`src/rtl/alu_arbiter_if.sv`:
```
// Request/response channels of the two ALU requesters (req0 = core datapath,
// req1 = auxiliary sequencer). The arbiter connects through the slave modport.
interface alu_arbiter_if #(
  parameter int DATA_W = 32,
  parameter int OP_W   = 4
);
  logic              req0_valid;
  logic              req0_ready;
  logic [OP_W-1:0]   req0_op;
  logic [DATA_W-1:0] req0_a;
  logic [DATA_W-1:0] req0_b;
  logic              rsp0_valid;
  logic              rsp0_ready;
  logic [DATA_W-1:0] rsp0_result;
  logic              rsp0_zero;
  logic              rsp0_err;

  logic              req1_valid;
  logic              req1_ready;
  logic [OP_W-1:0]   req1_op;
  logic [DATA_W-1:0] req1_a;
  logic [DATA_W-1:0] req1_b;
  logic              rsp1_valid;
  logic              rsp1_ready;
  logic [DATA_W-1:0] rsp1_result;
  logic              rsp1_zero;
  logic              rsp1_err;

  modport master (
    output req0_valid, req0_op, req0_a, req0_b, rsp0_ready,
    input  req0_ready, rsp0_valid, rsp0_result, rsp0_zero, rsp0_err,
    output req1_valid, req1_op, req1_a, req1_b, rsp1_ready,
    input  req1_ready, rsp1_valid, rsp1_result, rsp1_zero, rsp1_err
  );

  modport slave (
    input  req0_valid, req0_op, req0_a, req0_b, rsp0_ready,
    output req0_ready, rsp0_valid, rsp0_result, rsp0_zero, rsp0_err,
    input  req1_valid, req1_op, req1_a, req1_b, rsp1_ready,
    output req1_ready, rsp1_valid, rsp1_result, rsp1_zero, rsp1_err
  );
endinterface

```
`src/rtl/alu_arbiter.sv`:
```
// Round-robin arbiter sharing one combinational ALU between two requesters,
// one operation in flight, registered ALU operands, wrapping completion count.
//
// state | meaning
// IDLE  | waiting for a request; grant is combinational, handshake latches operands
// EXEC  | operands on the ALU for one cycle; result captured for the owner
// RESP  | owner's response valid until its rsp_ready consumes it
module alu_arbiter #(
  parameter int DATA_W = 32,
  parameter int OP_W   = 4,
  parameter int CNT_W  = 16
) (
  input  logic              clk,
  input  logic              rst_n,
  alu_arbiter_if.slave      bus,
  output logic [OP_W-1:0]   alu_op,
  output logic [DATA_W-1:0] alu_a,
  output logic [DATA_W-1:0] alu_b,
  input  logic [DATA_W-1:0] alu_result,
  input  logic              alu_zero,
  output logic              busy,
  output logic [CNT_W-1:0]  ops_done
);

  typedef enum logic [1:0] {
    IDLE = 2'd0,
    EXEC = 2'd1,
    RESP = 2'd2
  } state_t;

  // ADD is the lowest legal opcode, NOR the highest
  localparam logic [OP_W-1:0] OP_ADD = OP_W'(1);
  localparam logic [OP_W-1:0] OP_NOR = OP_W'(13);

  state_t state;
  state_t state_nxt;

  logic              last_grant;
  logic              owner;
  logic              err_pending;
  logic              grant0;
  logic              grant1;
  logic              accept;
  logic              capture;
  logic              consume;

  logic [OP_W-1:0]   sel_op;
  logic [DATA_W-1:0] sel_a;
  logic [DATA_W-1:0] sel_b;
  logic              sel_legal;

  logic [1:0]             rsp_valid;
  logic [1:0]             rsp_zero;
  logic [1:0]             rsp_err;
  logic [1:0][DATA_W-1:0] rsp_result;

  always_ff @(posedge clk or negedge rst_n) begin
    if (!rst_n) begin
      state <= IDLE;
    end else begin
      state <= state_nxt;
    end
  end

  always_comb begin
    state_nxt = state;
    grant0    = 1'b0;
    grant1    = 1'b0;
    accept    = 1'b0;
    capture   = 1'b0;
    consume   = 1'b0;
    unique case (state)
      IDLE: begin
        // ready must stay low while reset is asserted, even with valid high
        if (rst_n) begin
          grant0 = bus.req0_valid & (~bus.req1_valid | last_grant);
          grant1 = bus.req1_valid & (~bus.req0_valid | ~last_grant);
        end
        accept = grant0 | grant1;
        if (accept) begin
          state_nxt = EXEC;
        end
      end
      EXEC: begin
        capture   = 1'b1;
        state_nxt = RESP;
      end
      RESP: begin
        consume = owner ? bus.rsp1_ready : bus.rsp0_ready;
        if (consume) begin
          state_nxt = IDLE;
        end
      end
      default: begin
        state_nxt = IDLE;
      end
    endcase
  end

  assign sel_op    = grant1 ? bus.req1_op : bus.req0_op;
  assign sel_a     = grant1 ? bus.req1_a  : bus.req0_a;
  assign sel_b     = grant1 ? bus.req1_b  : bus.req0_b;
  assign sel_legal = (sel_op >= OP_ADD) && (sel_op <= OP_NOR);

  always_ff @(posedge clk or negedge rst_n) begin
    if (!rst_n) begin
      last_grant  <= 1'b1;
      owner       <= 1'b0;
      err_pending <= 1'b0;
      alu_op      <= '0;
      alu_a       <= '0;
      alu_b       <= '0;
      rsp_valid   <= '0;
      rsp_zero    <= '0;
      rsp_err     <= '0;
      rsp_result  <= '0;
      ops_done    <= '0;
    end else begin
      if (accept) begin
        owner      <= grant1;
        last_grant <= grant1;
        if (sel_legal) begin
          alu_op      <= sel_op;
          alu_a       <= sel_a;
          alu_b       <= sel_b;
          err_pending <= 1'b0;
        end else begin
          // illegal ops keep the ALU inputs quiet and report an error instead
          alu_op      <= '0;
          alu_a       <= '0;
          alu_b       <= '0;
          err_pending <= 1'b1;
        end
      end
      if (capture) begin
        rsp_valid[owner]  <= 1'b1;
        rsp_result[owner] <= err_pending ? '0   : alu_result;
        rsp_zero[owner]   <= err_pending ? 1'b0 : alu_zero;
        rsp_err[owner]    <= err_pending;
        err_pending       <= 1'b0;
        alu_op            <= '0;
        alu_a             <= '0;
        alu_b             <= '0;
      end
      if (consume) begin
        rsp_valid[owner] <= 1'b0;
        rsp_err[owner]   <= 1'b0;
        ops_done         <= ops_done + CNT_W'(1);
      end
    end
  end

  assign bus.req0_ready  = grant0;
  assign bus.req1_ready  = grant1;

  assign bus.rsp0_valid  = rsp_valid[0];
  assign bus.rsp0_result = rsp_result[0];
  assign bus.rsp0_zero   = rsp_zero[0];
  assign bus.rsp0_err    = rsp_err[0];

  assign bus.rsp1_valid  = rsp_valid[1];
  assign bus.rsp1_result = rsp_result[1];
  assign bus.rsp1_zero   = rsp_zero[1];
  assign bus.rsp1_err    = rsp_err[1];

  assign busy = (state != IDLE);

endmodule

```
`src/flat_wrapper.sv`:
```
// flat-port wrapper written by rule: the top's interface ports become plain ports
module alu_arbiter_flat 
#(
  parameter int DATA_W = 32,
  parameter int OP_W   = 4,
  parameter int CNT_W  = 16
)
  (clk, rst_n, alu_op, alu_a, alu_b, alu_result, alu_zero, busy, ops_done, bus_req0_valid, bus_req0_op, bus_req0_a, bus_req0_b, bus_rsp0_ready, bus_req0_ready, bus_rsp0_valid, bus_rsp0_result, bus_rsp0_zero, bus_rsp0_err, bus_req1_valid, bus_req1_op, bus_req1_a, bus_req1_b, bus_rsp1_ready, bus_req1_ready, bus_rsp1_valid, bus_rsp1_result, bus_rsp1_zero, bus_rsp1_err);
  alu_arbiter_if #(.DATA_W(DATA_W), .OP_W(OP_W)) bus_i ();
  input  logic clk;
  input  logic rst_n;
  output logic [OP_W-1:0] alu_op;
  output logic [DATA_W-1:0] alu_a;
  output logic [DATA_W-1:0] alu_b;
  input  logic [DATA_W-1:0] alu_result;
  input  logic alu_zero;
  output logic busy;
  output logic [CNT_W-1:0] ops_done;
  input wire logic [$bits(bus_i.req0_valid)-1:0] bus_req0_valid;
  input wire logic [$bits(bus_i.req0_op)-1:0] bus_req0_op;
  input wire logic [$bits(bus_i.req0_a)-1:0] bus_req0_a;
  input wire logic [$bits(bus_i.req0_b)-1:0] bus_req0_b;
  input wire logic [$bits(bus_i.rsp0_ready)-1:0] bus_rsp0_ready;
  output wire logic [$bits(bus_i.req0_ready)-1:0] bus_req0_ready;
  output wire logic [$bits(bus_i.rsp0_valid)-1:0] bus_rsp0_valid;
  output wire logic [$bits(bus_i.rsp0_result)-1:0] bus_rsp0_result;
  output wire logic [$bits(bus_i.rsp0_zero)-1:0] bus_rsp0_zero;
  output wire logic [$bits(bus_i.rsp0_err)-1:0] bus_rsp0_err;
  input wire logic [$bits(bus_i.req1_valid)-1:0] bus_req1_valid;
  input wire logic [$bits(bus_i.req1_op)-1:0] bus_req1_op;
  input wire logic [$bits(bus_i.req1_a)-1:0] bus_req1_a;
  input wire logic [$bits(bus_i.req1_b)-1:0] bus_req1_b;
  input wire logic [$bits(bus_i.rsp1_ready)-1:0] bus_rsp1_ready;
  output wire logic [$bits(bus_i.req1_ready)-1:0] bus_req1_ready;
  output wire logic [$bits(bus_i.rsp1_valid)-1:0] bus_rsp1_valid;
  output wire logic [$bits(bus_i.rsp1_result)-1:0] bus_rsp1_result;
  output wire logic [$bits(bus_i.rsp1_zero)-1:0] bus_rsp1_zero;
  output wire logic [$bits(bus_i.rsp1_err)-1:0] bus_rsp1_err;
  assign bus_i.req0_valid = bus_req0_valid;
  assign bus_i.req0_op = bus_req0_op;
  assign bus_i.req0_a = bus_req0_a;
  assign bus_i.req0_b = bus_req0_b;
  assign bus_i.rsp0_ready = bus_rsp0_ready;
  assign bus_req0_ready = bus_i.req0_ready;
  assign bus_rsp0_valid = bus_i.rsp0_valid;
  assign bus_rsp0_result = bus_i.rsp0_result;
  assign bus_rsp0_zero = bus_i.rsp0_zero;
  assign bus_rsp0_err = bus_i.rsp0_err;
  assign bus_i.req1_valid = bus_req1_valid;
  assign bus_i.req1_op = bus_req1_op;
  assign bus_i.req1_a = bus_req1_a;
  assign bus_i.req1_b = bus_req1_b;
  assign bus_i.rsp1_ready = bus_rsp1_ready;
  assign bus_req1_ready = bus_i.req1_ready;
  assign bus_rsp1_valid = bus_i.rsp1_valid;
  assign bus_rsp1_result = bus_i.rsp1_result;
  assign bus_rsp1_zero = bus_i.rsp1_zero;
  assign bus_rsp1_err = bus_i.rsp1_err;
  alu_arbiter #(.DATA_W(DATA_W), .OP_W(OP_W), .CNT_W(CNT_W)) u_core (.clk(clk), .rst_n(rst_n), .bus(bus_i), .alu_op(alu_op), .alu_a(alu_a), .alu_b(alu_b), .alu_result(alu_result), .alu_zero(alu_zero), .busy(busy), .ops_done(ops_done));
endmodule
```
`config.mk`:
```
export PLATFORM = sky130hd
export DESIGN_NAME = alu_arbiter_flat
export DESIGN_NICKNAME = d
export VERILOG_FILES = /design/src/rtl/alu_arbiter_if.sv /design/src/rtl/alu_arbiter.sv /design/src/flat_wrapper.sv
export SDC_FILE = /design/constraint.sdc
export NUM_CORES = 1
export LEC_CHECK = 0
export BUFFER_PORTS_ARGS = -buffer_cell sky130_fd_sc_hd__buf_2
export CAP_MARGIN = 20
export CORE_MARGIN = 4
export CORE_UTILIZATION = 30
export DETAILED_ROUTE_END_ITERATION = 10
export PLACE_DENSITY = 0.59
export SETUP_SLACK_MARGIN = 0.3
export SLEW_MARGIN = 20
export SYNTH_ARGS = -nofsm -noshare
export SYNTH_HDL_FRONTEND = slang
export SYNTH_SLANG_ARGS = --single-unit
```
`constraint.sdc`:
```
create_clock -name clk -period 2 [get_ports clk]
set_clock_uncertainty 0.2 [all_clocks]
set_input_delay 0.4 -clock clk [delete_from_list [all_inputs] [get_ports clk]]
set_output_delay 0.4 -clock clk [all_outputs]
set_load 0.02 [all_outputs]
```
==> flow_metrics.env, run 1 <==
export IMPL_core_area_mm2=0.0218
export IMPL_syn_num_nets=771
export IMPL_dpl_worst_slack_ns=-0.238
export IMPL_root_buffer="clkbuf_16"
export IMPL_drt_wl_total_um=27000
export IMPL_slew_viol_final=0
export IMPL_setup_violations=72
export IMPL_grt_max_degree=160
export IMPL_outcome="finished, violations left"
export IMPL_cap_violations=0
export IMPL_p_per_area_mw_per_mm2=1490
export IMPL_clk_pin_slew_worst_paths_ns=0.07
export IMPL_fmax_ghz=0.456
export IMPL_synthArstFlopShare_pct=100
export IMPL_routabilityCongestion=0.816
export IMPL_cp_end_kind="flop"
export IMPL_die_w_um=157
export IMPL_grt_pass1_vias=6764
export IMPL_synth_edf_count=0
export IMPL_tightest_slew_ns=0.859
export IMPL_maxSlewHeadroom_pct=42.7
export IMPL_layout_min_cycle_time_ns=2.19
export IMPL_hold_violations=0
export IMPL_yosys_top_cells_area="dfrtp_1, a221o_1, and2_1"
export IMPL_dieArea_mm2=0.0247
export IMPL_dpl_hpwl_um=15400
export IMPL_placed_cell_area_mm2=0.00882
export IMPL_dieHeight_um=157
export IMPL_antenna_found_initial=5
export IMPL_first_pass_iters=5
export IMPL_cp_start_kind="flop"
export IMPL_ys_seq_area_share_pct=59.7
export IMPL_via_per_inst=4.98
export IMPL_timing_hold_ws_ns=0.00874
export IMPL_yosysWarnings=0
export IMPL_grt_total_usage_pct=19.3
export IMPL_p_leak_nw=6.03
export IMPL_cp_max_fo=6
export IMPL_io_buffers=331
export IMPL_synth_distinct_cells=43
export IMPL_ys_flop_type="dfrtp_1"
export IMPL_drtIter0Drc=271
export IMPL_io_pins=332
export IMPL_place_inst=1193
export IMPL_setup_slack_ns=-0.192
export IMPL_netlist_area_mm2=0.00667
export IMPL_worst_setup_path_type="reg2reg"
export IMPL_required_ns=2.16
export IMPL_syn_inst=595
export IMPL_rsz0062_at_grt="true"
export IMPL_yosysTopAreaCell="dfrtp_1"
export IMPL_cts_sink_count=159
export IMPL_area_growth_pct=81.0
export IMPL_vias=6610
export IMPL_avgSynthCellArea_um2=11.2
export IMPL_cts_tree="yes"
export IMPL_wl_per_cell_um=20.3
export IMPL_grt_overflow=0
export IMPL_critical_path_arrival_ns=2.35
export IMPL_drive_gt1_share_pct=66.0
export IMPL_ys_seq_elements=159
export IMPL_cts_max_path_buffers=2
export IMPL_numCtsBuffers=17
export IMPL_final_cells=1327
export IMPL_final_area_mm2=0.0121
export IMPL_drtAntennaViolNets=0
export IMPL_layout_nets=1207
export IMPL_ir_drop_mv=0.559
export IMPL_start_util_pct=30.6
export IMPL_htreeDepth=4
export IMPL_hold_class="in2reg"
export IMPL_row_count=54
export IMPL_post_route_util_pct=55.3
export IMPL_violations="negative setup slack"
export IMPL_clock_latency_ns=0.42
export IMPL_fin_crit_sh_pct=110
export IMPL_synth_top_cell_area_share_pct=59.3
export IMPL_grt_pass1_wl_um=37300
export IMPL_drc=0
[layout by cell type, fill, tap and decap left out, types with 2 or more instances in the layout]
cell,synthesis,routed
nor2_4,0,4
clkinvlp_4,0,2
buf_8,0,7
nand3_2,0,4
nor3_4,0,2
xnor2_1,10,8
clkbuf_16,0,27
nand2_1,74,4
buf_12,0,17
dfrtp_2,0,7
nand2b_4,0,2
nor2_1,15,9
dlygate4sd3_1,0,38
and3_1,2,2
and2_4,0,63
nand4_1,5,5
nand2b_1,35,34
o21ai_2,0,66
mux2_2,2,2
o22ai_2,0,2
inv_6,0,4
buf_4,1,20
inv_1,4,4
a21oi_1,6,5
nand2_2,0,8
nand2_8,0,3
buf_16,0,14
xnor2_2,0,2
nand3_1,6,2
a221o_1,68,68
nand2_4,0,60
buf_2,6,327
dfrtp_1,158,151
diode_2,0,4
inv_8,0,2
bufinv_16,0,3
buf_6,3,24
xor2_1,5,5
nor2_2,0,2
and2_1,70,7
[stage by stage]
| stage | power (mW) | setup TNS (ns) |
|---|---|---|
| global placement | 11.5 | -13.72 |
| global route | 18.9 | -17.85 |
| detailed placement | 11.6 | -14.19 |
| finish | 18.0 | -10.73 |
| CTS | 17.2 | -10.69 |
| floorplan | 9.07 | -0.190 |
[where the power goes]
| group | internal [mW] | total [mW] | switching (mW) |
|---|---|---|---|
| sequential | 4.57 | 5.71 | 1.14 |
| clock | 2.03 | 3.48 | 1.45 |
| combinational | 3.95 | 8.77 | 4.81 |
[cell families after synthesis]
logic type / count (synthesis) / synth area share, %
simple gates: 222 / 18.0
mux: 3 / 0.488
fa+ha+maj: 1 / 0.188
buf+inv: 46 / 3.09
xor+xnor: 15 / 1.97
compound gates: 149 / 16.6
flops: 159 / 59.7
[final timing paths]
kind | startpoint | to | slack, ns | cells after the start
max | u_core.state[0]$_DFFE_PN0P_ | u_core.alu_b[22]$_DFFE_PN0P_ | -0.19 | 10
min | bus_req0_a[9] | u_core.alu_a[9]$_DFFE_PN0P_ | 0.009 | 2
max reg2reg | u_core.state[0]$_DFFE_PN0P_ | u_core.alu_b[22]$_DFFE_PN0P_ | -0.19 | 10
min reg2reg | u_core.ops_done[15]$_DFFE_PN0P_ | u_core.ops_done[15]$_DFFE_PN0P_ | 0.27 | 1
max in group asynchronous | rst_n | u_core.alu_b[22]$_DFFE_PN0P_ | 0.94 | 3
min in group asynchronous | rst_n | u_core.alu_a[3]$_DFFE_PN0P_ | 0.05 | 3
[per-layer routing]
layer	vias to the layer above	wire [um]	global-route usage [%]
met5	-	13	0
met4	2	629	7.33
met3	37	2040	5.99
met2	284	13500	31.6
met1	3281	10800	24.1
li1	3006	-	-
[worst max-delay path: stages (launching register included)]
cell and delay, ns:
dfrtp_1 0.39, or3b_4 0.42, buf_6 0.14, buf_6 0.11, nor4_4 0.14, buf_6 0.15
buf_8 0.13, buf_6 0.12, buf_16 0.12, and2_4 0.13, a221o_1 0.09
[synthesized netlist by cell type, types with 2 or more instances]
library cell  instances
o21ai_0              66
xor2_1                5
a21oi_1               6
o22ai_1               2
clkbuf_1             32
mux2_2                2
buf_6                 3
a221o_1              68
nand4_1               5
nand2b_1             35
inv_1                 4
dfrtp_1             158
and3_1                2
and2_1               70
nor2_1               15
buf_2                 6
xnor2_1              10
nand2_1              74
nor2b_1               2
nor3_1                2
nand3_1               6
[state kept, by name (all words and copies together) (netlist names), named ones only]
| signal | cells |
|---|---|
| u_core.alu_op | 4 |
| u_core.bus.rsp0_result | 32 |
| u_core.bus.rsp1_result | 32 |
| u_core.ops_done | 16 |
| u_core.state | 2 |
| u_core.owner | 1 |
| u_core.rsp_zero | 2 |
| u_core.alu_a | 32 |
| u_core.last_grant | 1 |
| u_core.rsp_err | 2 |
| u_core.err_pending | 1 |
| u_core.alu_b | 32 |
[final cells by class]
cell class | count | area, um^2
Tap cell | 280 | 350
Clock buffer | 18 | 439
Antenna cell | 4 | 10.0
Inverter | 4 | 15.0
Clock inverter | 13 | 176
Timing Repair Buffer | 457 | 3520
Fill cell | 1796 | 9750
Multi-Input combinational cell | 392 | 3580
Sequential cell | 159 | 3990
[repair_timing]
action                     in CTS  in global routing
setup endpoints to repair      79                157
pin swaps                     190                 50
gates resized for setup       349                 79
hold buffers                   35                  3
buffers inserted               19                  8
hold endpoints to repair       35                  3
cloned                         13                 21
No activity file was read; power rests on OpenSTA's default activity.
==> inputs of run 2 (changes only) <==
--- a/config.mk
+++ b/config.mk
@@ -10,7 +10,7 @@
 export CORE_MARGIN = 4
 export CORE_UTILIZATION = 30
 export DETAILED_ROUTE_END_ITERATION = 10
-export PLACE_DENSITY = 0.59
+export RECOVER_POWER = 25
 export SETUP_SLACK_MARGIN = 0.3
 export SLEW_MARGIN = 20
 export SYNTH_ARGS = -nofsm -noshare
==> constraint.sdc (replaced) <==
create_clock -name clk -period 2.5 [get_ports clk]
set_clock_uncertainty 0.2 [all_clocks]
set_input_delay 0.5 -clock clk [delete_from_list [all_inputs] [get_ports clk]]
set_output_delay 0.5 -clock clk [all_outputs]
set_load 0.02 [all_outputs]
==> run 2 against run 1 <==
- the flow now finishes without violations
- worst hold slack better by 0.091 ns
- critical path depth is 5 lower
- count of clock-buffer cells in the layout stayed put
- flip-flop and latch count stayed put
- register-to-register slack better by 0.50 ns
- routed wire length is 25% lower
- highest routed layer unchanged
- global-route usage is 3.5 points lower
- sequential power is 25% lower
- clock power is 27% lower
- worst setup slack better by 0.41 ns
==> flow_metrics.env, run 2 (synthesis gave the netlist of run 1 again) <==
export IMPL_hold_class="in2reg"
export IMPL_layout_nets=1105
export IMPL_htreeDepth=4
export IMPL_io_buffers=331
export IMPL_dpl_hpwl_um=14300
export IMPL_dieArea_mm2=0.0247
export IMPL_first_pass_iters=4
export IMPL_worst_setup_path_type="reg2out"
export IMPL_root_buffer="clkbuf_16"
export IMPL_antenna_found_initial=2
export IMPL_critical_path_arrival_ns=1.58
export IMPL_p_leak_nw=4.92
export IMPL_post_route_util_pct=43.1
export IMPL_io_pins=332
export IMPL_grt_pass1_vias=5762
export IMPL_clock_latency_ns=0.41
export IMPL_row_count=54
export IMPL_cp_end_kind="output port"
export IMPL_dieHeight_um=157
export IMPL_layout_min_cycle_time_ns=2.28
export IMPL_ir_drop_mv=0.476
export IMPL_final_cell_mix="buf_2, dfrtp_1, nand2_1"
export IMPL_drtIter0Drc=219
export IMPL_cts_tree="yes"
export IMPL_grt_overflow=0
export IMPL_required_ns=1.80
export IMPL_fmax_ghz=0.438
export IMPL_cap_violations=0
export IMPL_cts_sink_count=159
export IMPL_outcome="finished, final reports clean"
export IMPL_p_per_area_mw_per_mm2=1240
export IMPL_cts_max_path_buffers=2
export IMPL_grt_max_degree=156
export IMPL_slew_viol_final=0
export IMPL_setup_tns_ns=0
export IMPL_wl_per_cell_um=16.6
export IMPL_routabilityCongestion=0.775
export IMPL_via_per_inst=4.73
export IMPL_antenna_cells=0
export IMPL_area_growth_pct=41.1
export IMPL_clk_pin_slew_worst_paths_ns=0.07
export IMPL_rsz0062_at_grt="true"
export IMPL_tightest_slew_ns=1.43
export IMPL_cp_start_kind="flop"
export IMPL_drtAntennaViolNets=0
export IMPL_setup_violations=0
export IMPL_drive_gt1_share_pct=42.6
export IMPL_vias=5772
export IMPL_grt_pass1_wl_um=31000
export IMPL_core_area_mm2=0.0218
export IMPL_final_common_cell="buf_2"
export IMPL_drt_wl_total_um=20300
export IMPL_hold_violations=0
export IMPL_die_w_um=157
export IMPL_start_util_pct=30.6
export IMPL_numCtsBuffers=17
export IMPL_grt_total_usage_pct=15.8
export IMPL_maxSlewHeadroom_pct=4.95
export IMPL_cp_max_fo=4
export IMPL_fin_crit_sh_pct=91.2
export IMPL_drc=0
[run 2: path summary, 6_finish.rpt]
| check | start | end | slack, ns | cells after the start |
|---|---|---|---|---|
| setup / recovery | u_core.state[0]$_DFFE_PN0P_ | bus_req0_ready | 0.22 | 5 |
| hold / removal | bus_req0_a[16] | u_core.alu_a[16]$_DFFE_PN0P_ | 0.1 | 2 |
| setup reg to reg | u_core.state[1]$_DFFE_PN0P_ | u_core.alu_b[9]$_DFFE_PN0P_ | 0.31 | 6 |
| hold reg to reg | u_core.ops_done[15]$_DFFE_PN0P_ | u_core.ops_done[15]$_DFFE_PN0P_ | 0.27 | 1 |
| max in group asynchronous | rst_n | u_core.alu_a[29]$_DFFE_PN0P_ | 0.74 | 2 |
| min in group asynchronous | rst_n | asynchronous set/reset pin | 0.40 | 2 |
[run 2: per-layer routing]
layer	GRT usage, %	part of all wire (%)
met3	5.47	9.4
met1	20.6	43
met2	25.0	46
met5	0	0.13
met4	4.88	1.5
[run 2: area by class of cell]
| type | instances | area, um^2 |
|---|---|---|
| sequential | 159 | 3980 |
| timing repair buffer | 357 | 1980 |
| inverter | 4 | 15.0 |
| fill | 2129 | 12400 |
| tap | 280 | 350 |
| clock inverter | 13 | 129 |
| multi-input combinational | 390 | 2520 |
| clock buffer | 18 | 439 |
[run 2: critical path, cell delays in order, from the launching register on]
cell,delay [ns]
dfrtp_1,0.40
buf_6,0.13
nor3b_4,0.26
nand2_2,0.11
a21oi_2,0.13
buf_6,0.14
[run 2: timing repair]
item	in CTS	in global routing
setup endpoints to repair	2	72
gates resized for setup	7	14
hold buffers	1	0
buffers inserted	9	3
hold endpoints to repair	4	0
pin swaps	2	6
[run 2: report_power, final]
group	internal [mW]	switching, mW
Sequential	3.65	0.632
Clock	1.41	1.12
Combinational	1.88	2.99
Total	6.94	4.74
[run 2: per-stage QoR]
| step | hold slack (ns) | area, um^2 | worst slack [ns] | total power [mW] | std cells |
|---|---|---|---|---|---|
| global placement | 0.0943 | 8690 | 0.155 | 9.10 | 1177 |
| CTS | 0.0601 | 9360 | 0.192 | 11.8 | 1218 |
| finish | 0.0996 | 9410 | 0.219 | 11.7 | 1221 |
| floorplan | 0.00441 | 6670 | 0.345 | 7.23 | 595 |
| global route | 0.0837 | 9410 | 0.121 | 12.5 | 1221 |
| detailed placement | 0.0974 | 8690 | 0.110 | 9.15 | 1177 |
==> inputs of run 3 (changes only) <==
--- a/config.mk
+++ b/config.mk
@@ -7,9 +7,12 @@
 export LEC_CHECK = 0
 export BUFFER_PORTS_ARGS = -buffer_cell sky130_fd_sc_hd__buf_2
 export CAP_MARGIN = 20
+export CELL_PAD_IN_SITES_DETAIL_PLACEMENT = 1
+export CELL_PAD_IN_SITES_GLOBAL_PLACEMENT = 1
 export CORE_MARGIN = 4
 export CORE_UTILIZATION = 30
 export DETAILED_ROUTE_END_ITERATION = 10
+export PLACE_DENSITY_LB_ADDON = 0.1
 export RECOVER_POWER = 25
 export SETUP_SLACK_MARGIN = 0.3
 export SLEW_MARGIN = 20
==> constraint.sdc (replaced) <==
create_clock -name clk -period 1.8 [get_ports clk]
set_clock_uncertainty 0.2 [all_clocks]
set_input_delay 0.36 -clock clk [delete_from_list [all_inputs] [get_ports clk]]
set_output_delay 0.36 -clock clk [all_outputs]
set_load 0.02 [all_outputs]
==> run 3 against run 2 <==
- the flow now finishes with violations (negative setup slack)
- critical path depth up 1
- die area did not move
- sequential power rose by 52%
- global-route usage grew 7.4 points
- cell count rose by 22%
- final area rose by 51%
- clock power increased by 54%
- total power grew 110%
- non-clock buffer count rose by 260
- worst hold slack got worse by 0.085 ns
- core utilization up 22 points
- critical path type unchanged
==> flow_metrics.env, run 3 (synthesis gave the netlist of run 1 again) <==
export IMPL_drt_wl_total_um=34800
export IMPL_grt_max_degree=160
export IMPL_routabilityCongestion=0.782
export IMPL_post_route_util_pct=65.1
export IMPL_setup_tns_ns=-45.91
export IMPL_grt_overflow=0
export IMPL_area_growth_pct=113
export IMPL_cp_max_fo=2
export IMPL_drtIter0Drc=304
export IMPL_critical_path_arrival_ns=1.66
export IMPL_drive_gt1_share_pct=63.9
export IMPL_outcome="finished, violations left"
export IMPL_worstPathCellList="buf_6 > nor3b_4 > buf_6 > nand2_4 > a21oi_4 > buf_6"
export IMPL_timing_hold_ws_ns=0.0149
export IMPL_clk_pin_slew_worst_paths_ns=0.07
export IMPL_antenna_found_initial=3
export IMPL_placed_cell_area_mm2=0.00895
export IMPL_drc=0
export IMPL_place_inst=1199
export IMPL_cp_start_kind="flop"
export IMPL_core_area_mm2=0.0218
export IMPL_wl_per_cell_um=23.4
export IMPL_required_ns=1.24
export IMPL_power_mw=24.5
export IMPL_row_count=54
export IMPL_die_w_um=157
export IMPL_io_pins=332
export IMPL_slew_viol_final=0
export IMPL_ir_drop_mv=0.712
export IMPL_cts_tree="yes"
export IMPL_path_common_cell="buf_6"
export IMPL_dieHeight_um=157
export IMPL_grt_total_usage_pct=23.2
export IMPL_cp_end_kind="output port"
export IMPL_worst_setup_path_type="reg2out"
export IMPL_p_leak_nw=6.98
export IMPL_hold_violations=0
export IMPL_via_per_inst=5.04
export IMPL_first_pass_iters=6
export IMPL_layout_min_cycle_time_ns=2.22
export IMPL_final_cell_mix="buf_6, buf_2, dfrtp_1"
export IMPL_layout_nets=1365
export IMPL_maxSlewHeadroom_pct=1.48
export IMPL_worst_path_buf_inv=3
export IMPL_dpl_hpwl_um=17500
export IMPL_dpl_worst_slack_ns=-0.417
export IMPL_fin_crit_sh_pct=123
export IMPL_cap_violations=0
export IMPL_rsz0062_at_grt="true"
export IMPL_setup_violations=156
export IMPL_nFillCells=2157
export IMPL_vias=7485
export IMPL_crit_family="buffers and inverters"
export IMPL_clock_latency_ns=0.43
export IMPL_root_buffer="clkbuf_16"
export IMPL_io_buffers=331
export IMPL_htreeDepth=4
export IMPL_final_cells=1486
export IMPL_hold_class="in2reg"
export IMPL_tightest_slew_ns=1.48
export IMPL_violations="negative setup slack"
export IMPL_numCtsBuffers=17
export IMPL_dieArea_mm2=0.0247
export IMPL_grt_pass1_vias=7954
export IMPL_max_stage_delay_ns=0.42
export IMPL_cts_sink_count=159
export IMPL_final_common_cell="buf_6"
export IMPL_cp_slowest_cell="dfrtp_1"
export IMPL_fmax_ghz=0.450
export IMPL_p_per_area_mw_per_mm2=1730
export IMPL_final_area_mm2=0.0142
export IMPL_setup_slack_ns=-0.421
export IMPL_grt_pass1_wl_um=44300
export IMPL_cts_max_path_buffers=2
export IMPL_start_util_pct=30.6
export IMPL_drtAntennaViolNets=0
-- run 3: worst min-delay path: stages --
cell	delay (ns)
buf_2	0.10
nand2b_1	0.10
o21ai_2	0.06
-- run 3: repair_timing --
action / in CTS / in global routing
pin swaps: 64 / 84
resized for setup: 257 / 436
endpoints found under the setup margin: 306 / 316
hold buffers: 69 / 0
cloned: 21 / 4
endpoints found under the hold margin: 71 / 0
setup buffers: 38 / 119
-- run 3: layout make-up --
type / count / area (um^2) / area share [%]
diodes: 4 / 10.0 / 0.0705
clock buffers: 19 / 443 / 3.12
clock inverters: 13 / 176 / 1.24
inverters: 4 / 15.0 / 0.106
multi-input cells: 390 / 3460 / 24.3
flip-flops and latches: 159 / 3990 / 28.1
well taps: 280 / 350 / 2.47
repair buffers: 617 / 5770 / 40.6
-- run 3: metal layers --
metal	wire, um	vias up	track usage [%]
li1	-	3321	-
met1	12700	3795	26.8
met2	19200	296	42.1
met3	1830	73	5.06
met4	1150	0	9.09
met5	0	-	0
-- run 3: power by group --
part           total (mW)  switching, mW  internal [mW]
Clock                3.90           1.65           2.26
Combinational        14.1           6.57           7.55
Sequential           6.50           1.41           5.09
Total                24.5           9.63           14.9
-- run 3: path summary, 6_finish.rpt --
check | start | to | slack (ns) | depth (start not counted)
max | u_core.state[0]$_DFFE_PN0P_ | bus_req0_ready | -0.42 | 6
min | alu_result[7] | u_core.bus.rsp0_result[7]$_DFFE_PN0P_ | 0.01 | 3
max reg2reg | u_core.state[0]$_DFFE_PN0P_ | u_core.alu_a[10]$_DFFE_PN0P_ | -0.41 | 9
min reg2reg | u_core.ops_done[6]$_DFFE_PN0P_ | u_core.ops_done[6]$_DFFE_PN0P_ | 0.30 | 1
max in group asynchronous | rst_n | u_core.ops_done[1]$_DFFE_PN0P_ | 0.08 | 3
min in group asynchronous | rst_n | u_core.state[0]$_DFFE_PN0P_ | 0.29 | 3
